### config.mk
export PLATFORM = sky130hd
export DESIGN_NAME = mem_access_stage
export DESIGN_NICKNAME = d
export VERILOG_FILES = /design/src/rtl/y86_pkg.sv /design/src/rtl/mem_wait_timer.sv /design/src/rtl/mem_access_stage.sv
export SDC_FILE = /design/constraint.sdc
export NUM_CORES = 1
export LEC_CHECK = 0
export CORE_AREA = 2 2 190 192
export CTS_CLUSTER_DIAMETER = 80
export CTS_CLUSTER_SIZE = 20
export DETAILED_ROUTE_END_ITERATION = 8
export DIE_AREA = 0 0 192 194
export PLACE_DENSITY = 0.71
export SLEW_MARGIN = 20
export SYNTH_ARGS = -nofsm -noshare
export SYNTH_HDL_FRONTEND = slang
export SYNTH_SLANG_ARGS = --single-unit
### constraint.sdc
create_clock -name clk -period 2.56 [get_ports clk]
set_input_delay 0.512 -clock clk [delete_from_list [all_inputs] [get_ports clk]]
set_output_delay 0.512 -clock clk [all_outputs]
set_load 0.05 [all_outputs]
### src/rtl/y86_pkg.sv
// rtl/y86_pkg.sv - Y86-64 shared constants, status codes and memory-stage types
package y86_pkg;

  localparam logic [3:0] IHALT   = 4'h0;
  localparam logic [3:0] INOP    = 4'h1;
  localparam logic [3:0] IRRMOVQ = 4'h2;
  localparam logic [3:0] IIRMOVQ = 4'h3;
  localparam logic [3:0] IRMMOVQ = 4'h4;
  localparam logic [3:0] IMRMOVQ = 4'h5;
  localparam logic [3:0] IOPQ    = 4'h6;
  localparam logic [3:0] IJXX    = 4'h7;
  localparam logic [3:0] ICALL   = 4'h8;
  localparam logic [3:0] IRET    = 4'h9;
  localparam logic [3:0] IPUSHQ  = 4'hA;
  localparam logic [3:0] IPOPQ   = 4'hB;

  localparam logic [2:0] SAOK = 3'd1;
  localparam logic [2:0] SHLT = 3'd2;
  localparam logic [2:0] SADR = 3'd3;
  localparam logic [2:0] SINS = 3'd4;

  localparam logic [3:0] RNONE = 4'hF;

  typedef enum logic {
    S_IDLE = 1'b0,
    S_WAIT = 1'b1
  } mem_state_e;

  typedef struct packed {
    logic access;
    logic write;
    logic addr_from_vala;
  } mem_op_t;

  // Stack pops (ret/popq) address memory through valA; everything else uses valE.
  function automatic mem_op_t decode_mem_op(input logic [3:0] icode);
    mem_op_t op;
    op = '0;
    case (icode)
      IRMMOVQ, ICALL, IPUSHQ: begin
        op.access = 1'b1;
        op.write  = 1'b1;
      end
      IMRMOVQ: op.access = 1'b1;
      IRET, IPOPQ: begin
        op.access         = 1'b1;
        op.addr_from_vala = 1'b1;
      end
      default: op = '0;
    endcase
    return op;
  endfunction

endpackage

### src/rtl/mem_wait_timer.sv
// rtl/mem_wait_timer.sv - loadable down-counter bounding the data-memory ack wait
module mem_wait_timer #(
  parameter int unsigned WIDTH = 7
) (
  input  logic             clk,
  input  logic             rst_n,
  input  logic             load_i,
  input  logic [WIDTH-1:0] load_val_i,
  input  logic             en_i,
  output logic             expired_o
);

  logic [WIDTH-1:0] count_q;

  assign expired_o = (count_q == '0);

  always_ff @(posedge clk or negedge rst_n) begin
    if (!rst_n) begin
      count_q <= '0;
    end else if (load_i) begin
      count_q <= load_val_i;
    end else if (en_i && count_q != '0) begin
      count_q <= count_q - 1'b1;
    end
  end

endmodule

### src/rtl/mem_access_stage.sv
// rtl/mem_access_stage.sv - Y86-64 memory stage: data-memory handshake FSM feeding the W register
module mem_access_stage
  import y86_pkg::*;
#(
  parameter int unsigned MEM_BYTES = 8192,
  parameter int unsigned TIMEOUT   = 64
) (
  input  logic        clk,
  input  logic        rst_n,
  input  logic        M_valid,
  input  logic [3:0]  M_icode,
  input  logic [2:0]  M_stat,
  input  logic [63:0] M_valE,
  input  logic [63:0] M_valA,
  input  logic [3:0]  M_dstE,
  input  logic [3:0]  M_dstM,
  input  logic        M_cnd,
  output logic        dmem_req,
  output logic        dmem_we,
  output logic [63:0] dmem_addr,
  output logic [63:0] dmem_wdata,
  input  logic        dmem_ack,
  input  logic        dmem_err,
  input  logic [63:0] dmem_rdata,
  output logic        m_stall,
  output logic        W_valid,
  output logic [3:0]  W_icode,
  output logic [2:0]  W_stat,
  output logic [63:0] W_valE,
  output logic [63:0] W_valM,
  output logic [3:0]  W_dstE,
  output logic [3:0]  W_dstM,
  output logic        W_cnd
);

  localparam logic [63:0]     MAX_ADDR  = 64'(MEM_BYTES - 8);
  localparam int unsigned     TW        = $clog2(TIMEOUT + 1);
  localparam logic [TW-1:0]   WAIT_LOAD = TW'(TIMEOUT - 1);

  mem_state_e  state_q;
  logic        halted_q;
  logic        req_q, we_q;
  logic [63:0] addr_q, wdata_q;

  logic        w_valid_q, w_cnd_q;
  logic [3:0]  w_icode_q, w_dstE_q, w_dstM_q;
  logic [2:0]  w_stat_q;
  logic [63:0] w_valE_q, w_valM_q;

  logic        w_load;
  logic [2:0]  w_stat_d;
  logic [63:0] w_valM_d;
  logic [3:0]  w_dstE_d, w_dstM_d;

  mem_op_t     op;
  logic [63:0] op_addr;
  logic        op_active, start, fault, expired, resolve;

  mem_wait_timer #(.WIDTH(TW)) u_timer (
    .clk        (clk),
    .rst_n      (rst_n),
    .load_i     (start),
    .load_val_i (WAIT_LOAD),
    .en_i       (state_q == S_WAIT),
    .expired_o  (expired)
  );

  always_comb begin
    op        = decode_mem_op(M_icode);
    op_addr   = op.addr_from_vala ? M_valA : M_valE;
    op_active = op.access && M_valid && (M_stat == SAOK) && !halted_q;
    start     = (state_q == S_IDLE) && op_active && (op_addr <= MAX_ADDR);
    fault     = (state_q == S_IDLE) && op_active && (op_addr > MAX_ADDR);
    // Ack outranks a timeout landing in the same cycle.
    resolve   = (state_q == S_WAIT) && (dmem_ack || expired);
    m_stall   = start || ((state_q == S_WAIT) && !resolve);
  end

  always_comb begin
    w_load   = 1'b0;
    w_stat_d = M_stat;
    w_valM_d = '0;
    w_dstE_d = M_dstE;
    w_dstM_d = M_dstM;
    if (state_q == S_IDLE) begin
      w_load = !start;
      if (fault) begin
        w_stat_d = SADR;
        w_dstE_d = RNONE;
        w_dstM_d = RNONE;
      end
    end else if (resolve) begin
      w_load = 1'b1;
      if (dmem_ack && !dmem_err) begin
        w_stat_d = SAOK;
        w_valM_d = we_q ? 64'd0 : dmem_rdata;
      end else begin
        w_stat_d = SADR;
        w_dstE_d = RNONE;
        w_dstM_d = RNONE;
      end
    end
  end

  always_ff @(posedge clk or negedge rst_n) begin
    if (!rst_n) begin
      state_q   <= S_IDLE;
      halted_q  <= 1'b0;
      req_q     <= 1'b0;
      we_q      <= 1'b0;
      addr_q    <= '0;
      wdata_q   <= '0;
      w_valid_q <= 1'b0;
      w_icode_q <= '0;
      w_stat_q  <= '0;
      w_valE_q  <= '0;
      w_valM_q  <= '0;
      w_dstE_q  <= RNONE;
      w_dstM_q  <= RNONE;
      w_cnd_q   <= 1'b0;
    end else begin
      case (state_q)
        S_IDLE: if (start) begin
          state_q <= S_WAIT;
          req_q   <= 1'b1;
          we_q    <= op.write;
          addr_q  <= op_addr;
          wdata_q <= M_valA;
        end
        S_WAIT: if (resolve) begin
          state_q <= S_IDLE;
          req_q   <= 1'b0;
        end
        default: state_q <= S_IDLE;
      endcase
      if (w_load) begin
        w_valid_q <= M_valid;
        w_icode_q <= M_icode;
        w_stat_q  <= w_stat_d;
        w_valE_q  <= M_valE;
        w_valM_q  <= w_valM_d;
        w_dstE_q  <= w_dstE_d;
        w_dstM_q  <= w_dstM_d;
        w_cnd_q   <= M_cnd;
        halted_q  <= halted_q | (M_valid && (w_stat_d != SAOK));
      end
    end
  end

  assign dmem_req   = req_q;
  assign dmem_we    = we_q;
  assign dmem_addr  = addr_q;
  assign dmem_wdata = wdata_q;
  assign W_valid    = w_valid_q;
  assign W_icode    = w_icode_q;
  assign W_stat     = w_stat_q;
  assign W_valE     = w_valE_q;
  assign W_valM     = w_valM_q;
  assign W_dstE     = w_dstE_q;
  assign W_dstM     = w_dstM_q;
  assign W_cnd      = w_cnd_q;

endmodule

Word level (Yosys, flattened, before mapping)
Index checks and enable logic that the tools add are counted.
{ "totals": {"in_bits": 213, "reg_bits": 284} }
{ "classes": {"addsub": 1, "bitwise_logic": 2, "n_reduce_logical": 25, "n_mux": 30, "magnitude_cmp": 2, "n_eq_ne": 10} }
{ "ops": {"columns": ["operator", "count"], "rows": [
  ["$mux 64", 5],
  ["$gt 64x13->1 const B", 1],
  ["$le 64x13->1 const B", 1],
  ["$mux 4", 8],
  ["$eq 4x4->1 const B", 4],
  ["$mux 7", 2],
  ["$logic_and 1x1->1", 11],
  ["$mux 1", 9],
  ["$mux 3", 3],
  ["$eq 4x3->1 const B", 2],
  ["$logic_not 7->1", 1],
  ["$reduce_bool 7->1", 1],
  ["$sub 7x1->7 const B", 1],
  ["$reduce_or 6->1", 1],
  ["$logic_not 1->1", 4],
  ["$pmux 1 s2", 2],
  ["$reduce_and 2->1", 2],
  ["$eq 3x1->1 const B", 1],
  ["$ne 3x1->1 const B", 1],
  ["$reduce_or 3->1", 1],
  ["$logic_or 1x1->1", 2],
  ["$mux 2", 1],
  ["$ne 2x1->1 const B", 1],
  ["$ne 2x2->1 const B", 1],
  ["4 further kinds", 4]
]} }

Depth between registers and ports, before layout
{ "logic_depth": {"depth_word": 13, "ltp_mapped": 9, "depth_no_buf": 7} }

Hierarchy
From an unflattened synthesis, not the netlist that was laid out.
{ "unflattened": {"cells_unflattened": 1147, "area_unflattened_um2": 12462.0} }
{ "by_module_without_submodules": {"columns": ["module", "cells_per_inst", "seq_area_each_um2", "instances", "area_per_inst_um2"], "rows": [
  ["mem_access_stage", 1095, 6941.7, 1, 12000.3],
  ["mem_wait_timer", 52, 175.2, 1, 461.7]
]} }

Least setup slack after synthesis
No wires, ideal clock.
{ "synth_path": {"kind": "in2out", "startpoint": "input port M_valE[37]", "endpoint": "output port m_stall", "path_stages": 7, "arrival_ps": 2437, "t_required_ps": 2048, "setup_slack_ps": -389, "path_buffers": 2, "cell_sequence": "nor4_1 nand4_1 nor4_4 o211ai_2 clkbuf_1 clkbuf_1 nand2_1"} }
{ "synth_via": {"elab_chain_len": 4} }
{ "synth_rtl": {"columns": ["item", "line_no", "rtl"], "rows": [
  ["start, declared", "mem_access_stage.sv:13", "input logic [63:0] M_valE,"],
  ["$mux 64", "mem_access_stage.sv:70", "op_addr = op.addr_from_vala ? M_valA : M_valE;"],
  ["$le 64x13->1", "mem_access_stage.sv:72", "start = (state_q == S_IDLE) && op_active && (op_addr <= MAX_ADDR);"],
  ["$logic_and 1x1->1", "mem_access_stage.sv:72", null],
  ["$logic_or 1x1->1", "mem_access_stage.sv:76", "m_stall = start || ((state_q == S_WAIT) && !resolve);"],
  ["end, declared", "mem_access_stage.sv:25", "output logic m_stall,"]
]} }
Every way passes these cells.

Worst setup path in the final report
{ "layout_path": {"startpoint": "input port M_valE[6]", "endpoint": "output port m_stall"} }
Same word-level chain as after synthesis.

==> impl_results.md <==
* Status: finished, violations left
* Violated checks: negative setup slack
* H-tree depth at 1
* Endpoint required time on the critical path at 2050 ps
* Setup TNS Final at -76.2 ps
* Async set-reset flop share out of synthesis at 100%
* Final worst-path setup slack at -76.2 ps
* Worst Hold Margin at 252 ps
* Placer congestion estimate at about 0.86
* Total nets after synthesis at 1,344
* Count of pins over their slew limit at 0
* Post-synth EDFFs at 0
* Cell count after synthesis at 1,129
* Most used cells in the layout excluding fill and tap cells: 371 x sky130_fd_sc_hd__clkdlybuf4s50_1, 276 x sky130_fd_sc_hd__dfrtp_1, 154 x sky130_fd_sc_hd__nand2_1
* DRC viols at 0
* IR drop worst, VDD at 0.348 mV
* Post-Route WL at 43.9 mm
* Core area at 35,200 um2
* Number of nets at the end of the flow at 1,898
* Area of the mapped netlist at approximately 12,000 um2
* Initial antenna violation count at 3
* Largest net degree at the start of global routing at 82
* Critical path capture point type: primary output
* CP max FO at 3
* Number of synthesized register bits at 284
* Final core utilization at 56.5%
* CTS tree: built
* Worst-case headroom to the max-slew limit at 34.7%
* Final Hold Viols at 0
* Max Clock Freq at 379 MHz
* Clock tree sinks at 284
* Max Root-Sink Buffers at 3
* Detail Placement HPWL at 31.0 mm
* Global-route wire length before repair at 66.1 mm
* Vias in the first global route at 11,500
* Setup-failing EPs final at 1
* Buffer cell driving the clock tree root: sky130_fd_sc_hd__clkbuf_16
* Register area share after synthesis at 57.5%
* Commonest non-fill, non-tap cell in the layout: sky130_fd_sc_hd__clkdlybuf4s50_1
* Critical path arrival at 2120 ps
* Number of warnings printed during yosys synthesis at 0
* Relative area change from synthesis to final layout at 60.7%
* Global-route usage over all layers at 22.5%
* Number of ports placed on the die boundary at 489
* Final cycle utilization of the critical path at 103%
* Number of vias per cell after detailed routing at 5.24
* Total power consumption of the routed design at 8.87 mW
* Transition at the pin with the smallest max-transition slack at 977 ps
* Hold crit path type: primary input to register
* Count of distinct cell types in the synthesized netlist at 42
* Post-synth top flop: sky130_fd_sc_hd__dfrtp_1
* Number of nets with antenna violations after routing at 0
* Final routed wire length divided by cell count at 20.4 um
* Post-route minimum period at 2640 ps
* Max-cap violations at 0
* Unrepaired setup endpoints after global routing: true
* DR vias at 11,300
* Overall die height at 194 um
* Pre-CTS WS at -718 ps
* Site row count at 69
* DRC violation total after the first TritonRoute iteration at 603
* Pleak at 9.12 nW
* Clock transition at the register clock pins on the worst setup and hold paths after CTS at 90 ps
* Worst Skew at about 22 ps
* Effective utilization at floorplan at a little over a third
* Fraction of layout cells with a size suffix above 1 at 14.2%
* Count of fill cells added during filler insertion at around 3,000
* Cts bufs inserted at 19
* Port Buffer Count at 488
* Die footprint at ~37,000 um2
* Clock latency at the later pin of the worst-skew pair at approximately 520 ps
* DR pass1 iterations at 8
* Remaining global-route overflow at 0
* Chip width at around 190 um
* Startpoint types: primary input
* Start-to-end type of the worst setup path: primary input to primary output
* Syn Area/Cell at ~11 um2
* Power per standard cell area at 446 nW/um2
[stage by stage]
step	instance area, um2	instances
after floorplan	12400	1129
after global placement	18800	2115
after detailed placement	18800	2115
after CTS	19400	2147
after global routing	19900	2154
final	19900	2155
[synth_stat cells, types with 2 or more instances]
cell                        instances  area [um2]
sky130_fd_sc_hd__o22ai_1            9        56.3
sky130_fd_sc_hd__nor2b_1            2        12.5
sky130_fd_sc_hd__or3_1              2        12.5
sky130_fd_sc_hd__nand2b_1           3        18.8
sky130_fd_sc_hd__mux2_2            13         146
sky130_fd_sc_hd__mux2_1            77         867
sky130_fd_sc_hd__a22oi_1           64         480
sky130_fd_sc_hd__o2111ai_1         71         622
sky130_fd_sc_hd__nand4_1            8        50.1
sky130_fd_sc_hd__inv_1             78         293
sky130_fd_sc_hd__dfrtp_1          276        6910
sky130_fd_sc_hd__o21ai_0            3        15.0
sky130_fd_sc_hd__xor2_1             4        35.0
sky130_fd_sc_hd__a21oi_1           10        50.1
sky130_fd_sc_hd__buf_2             22         110
sky130_fd_sc_hd__nor4_4             2        42.5
sky130_fd_sc_hd__nor2_1             4        15.0
sky130_fd_sc_hd__dfstp_2            8         210
sky130_fd_sc_hd__ha_1               2        25.0
sky130_fd_sc_hd__nor3_1             5        25.0
sky130_fd_sc_hd__o211ai_1          73         548
sky130_fd_sc_hd__nand3_1            2        10.0
sky130_fd_sc_hd__nor4_1            26         163
sky130_fd_sc_hd__buf_1              6        22.5
sky130_fd_sc_hd__xnor2_1            2        17.5
sky130_fd_sc_hd__clkbuf_1          65         244
sky130_fd_sc_hd__nand2_1          159         597
sky130_fd_sc_hd__o21ai_1           68         340
sky130_fd_sc_hd__and2_1            51         319
sky130_fd_sc_hd__nor3b_1            2        15.0
[critical path, stage by stage]
cell                              delay (ps)
sky130_fd_sc_hd__clkdlybuf4s15_1         240
sky130_fd_sc_hd__nand4_1                 170
sky130_fd_sc_hd__nor4_4                  330
sky130_fd_sc_hd__buf_4                   190
sky130_fd_sc_hd__nor4_4                   40
sky130_fd_sc_hd__buf_6                   130
sky130_fd_sc_hd__o211ai_4                170
sky130_fd_sc_hd__buf_12                  140
sky130_fd_sc_hd__nand2_8                  40
sky130_fd_sc_hd__buf_12                  140
[what timing repair did]
action,in CTS,in global routing
hold endpoints to repair,28,0
setup buffers,2,7
pin swaps,6,43
setup endpoints to repair,226,150
hold buffers,1,0
resized for setup,15,157
[layer usage]
metal | global-route usage (%) | up-vias | share of wire [%] | wire length (um)
li1 | - | 5168 | - | -
met1 | 28.9 | 5538 | 40 | 17700
met2 | 37.7 | 516 | 48 | 21100
met3 | 5.74 | 69 | 9.0 | 3950
met4 | 6.22 | 2 | 2.6 | 1160
met5 | 0 | - | 0.030 | 13
[report_power, final]
part | internal [mW] | switching (mW) | leakage [nW]
Sequential | 4.56 | 0.0623 | 3.73
Clock | 1.49 | 1.62 | 0.273
Combinational | 0.528 | 0.596 | 5.11
Total | 6.58 | 2.28 | 9.12
[layout make-up]
class | instances | area [um2] | area share, %
Clock inverter | 6 | 76.3 | 0.384
Inverter | 78 | 293 | 1.47
Clock buffer | 23 | 490 | 2.46
Antenna cell | 3 | 7.51 | 0.0377
Timing Repair Buffer | 626 | 6410 | 32.2
Sequential cell | 284 | 7120 | 35.8
Tap cell | 461 | 577 | 2.90
Multi-Input combinational cell | 674 | 4930 | 24.8
[flip-flops by register name (all words and copies together), names as in the netlist, 3 cells and up]
signal           count
W_valE              64
W_valM              64
dmem_addr           64
dmem_wdata          64
u_timer.count_q      7
W_dstE               4
W_dstM               4
W_icode              4
W_stat               3
[cell families (layout without fill, tap and decap cells)]
logic type,Yosys count,after routing,synth area share (%)
simple gates,270,270,10.6
compound gates,305,305,17.6
fa+ha+maj,2,2,0.202
flops,284,284,57.5
xor+xnor,6,6,0.424
other cells,0,3,0
mux,91,91,8.26
buf+inv,171,733,5.41
[worst paths after layout]
kind	from	end	slack, ps	depth (start not counted)
worst min register to register	W_dstM[3]$_DFFE_PN1P_	W_dstM[3]$_DFFE_PN1P_	470	2
min in group asynchronous	rst_n	dmem_addr[9]$_DFFE_PN0P_	560	2
worst max register to register	u_timer.count_q[0]$_DFFE_PN0P_	W_valE[24]$_DFFE_PN0P_	220	8
max in group asynchronous	rst_n	W_dstM[3]$_DFFE_PN1P_	1160	3
worst min-delay path	M_valE[49]	W_valE[49]$_DFFE_PN0P_	250	3
worst max-delay path	M_valE[6]	m_stall	-80	10
Note: power is estimated with default switching activity, not from simulation.
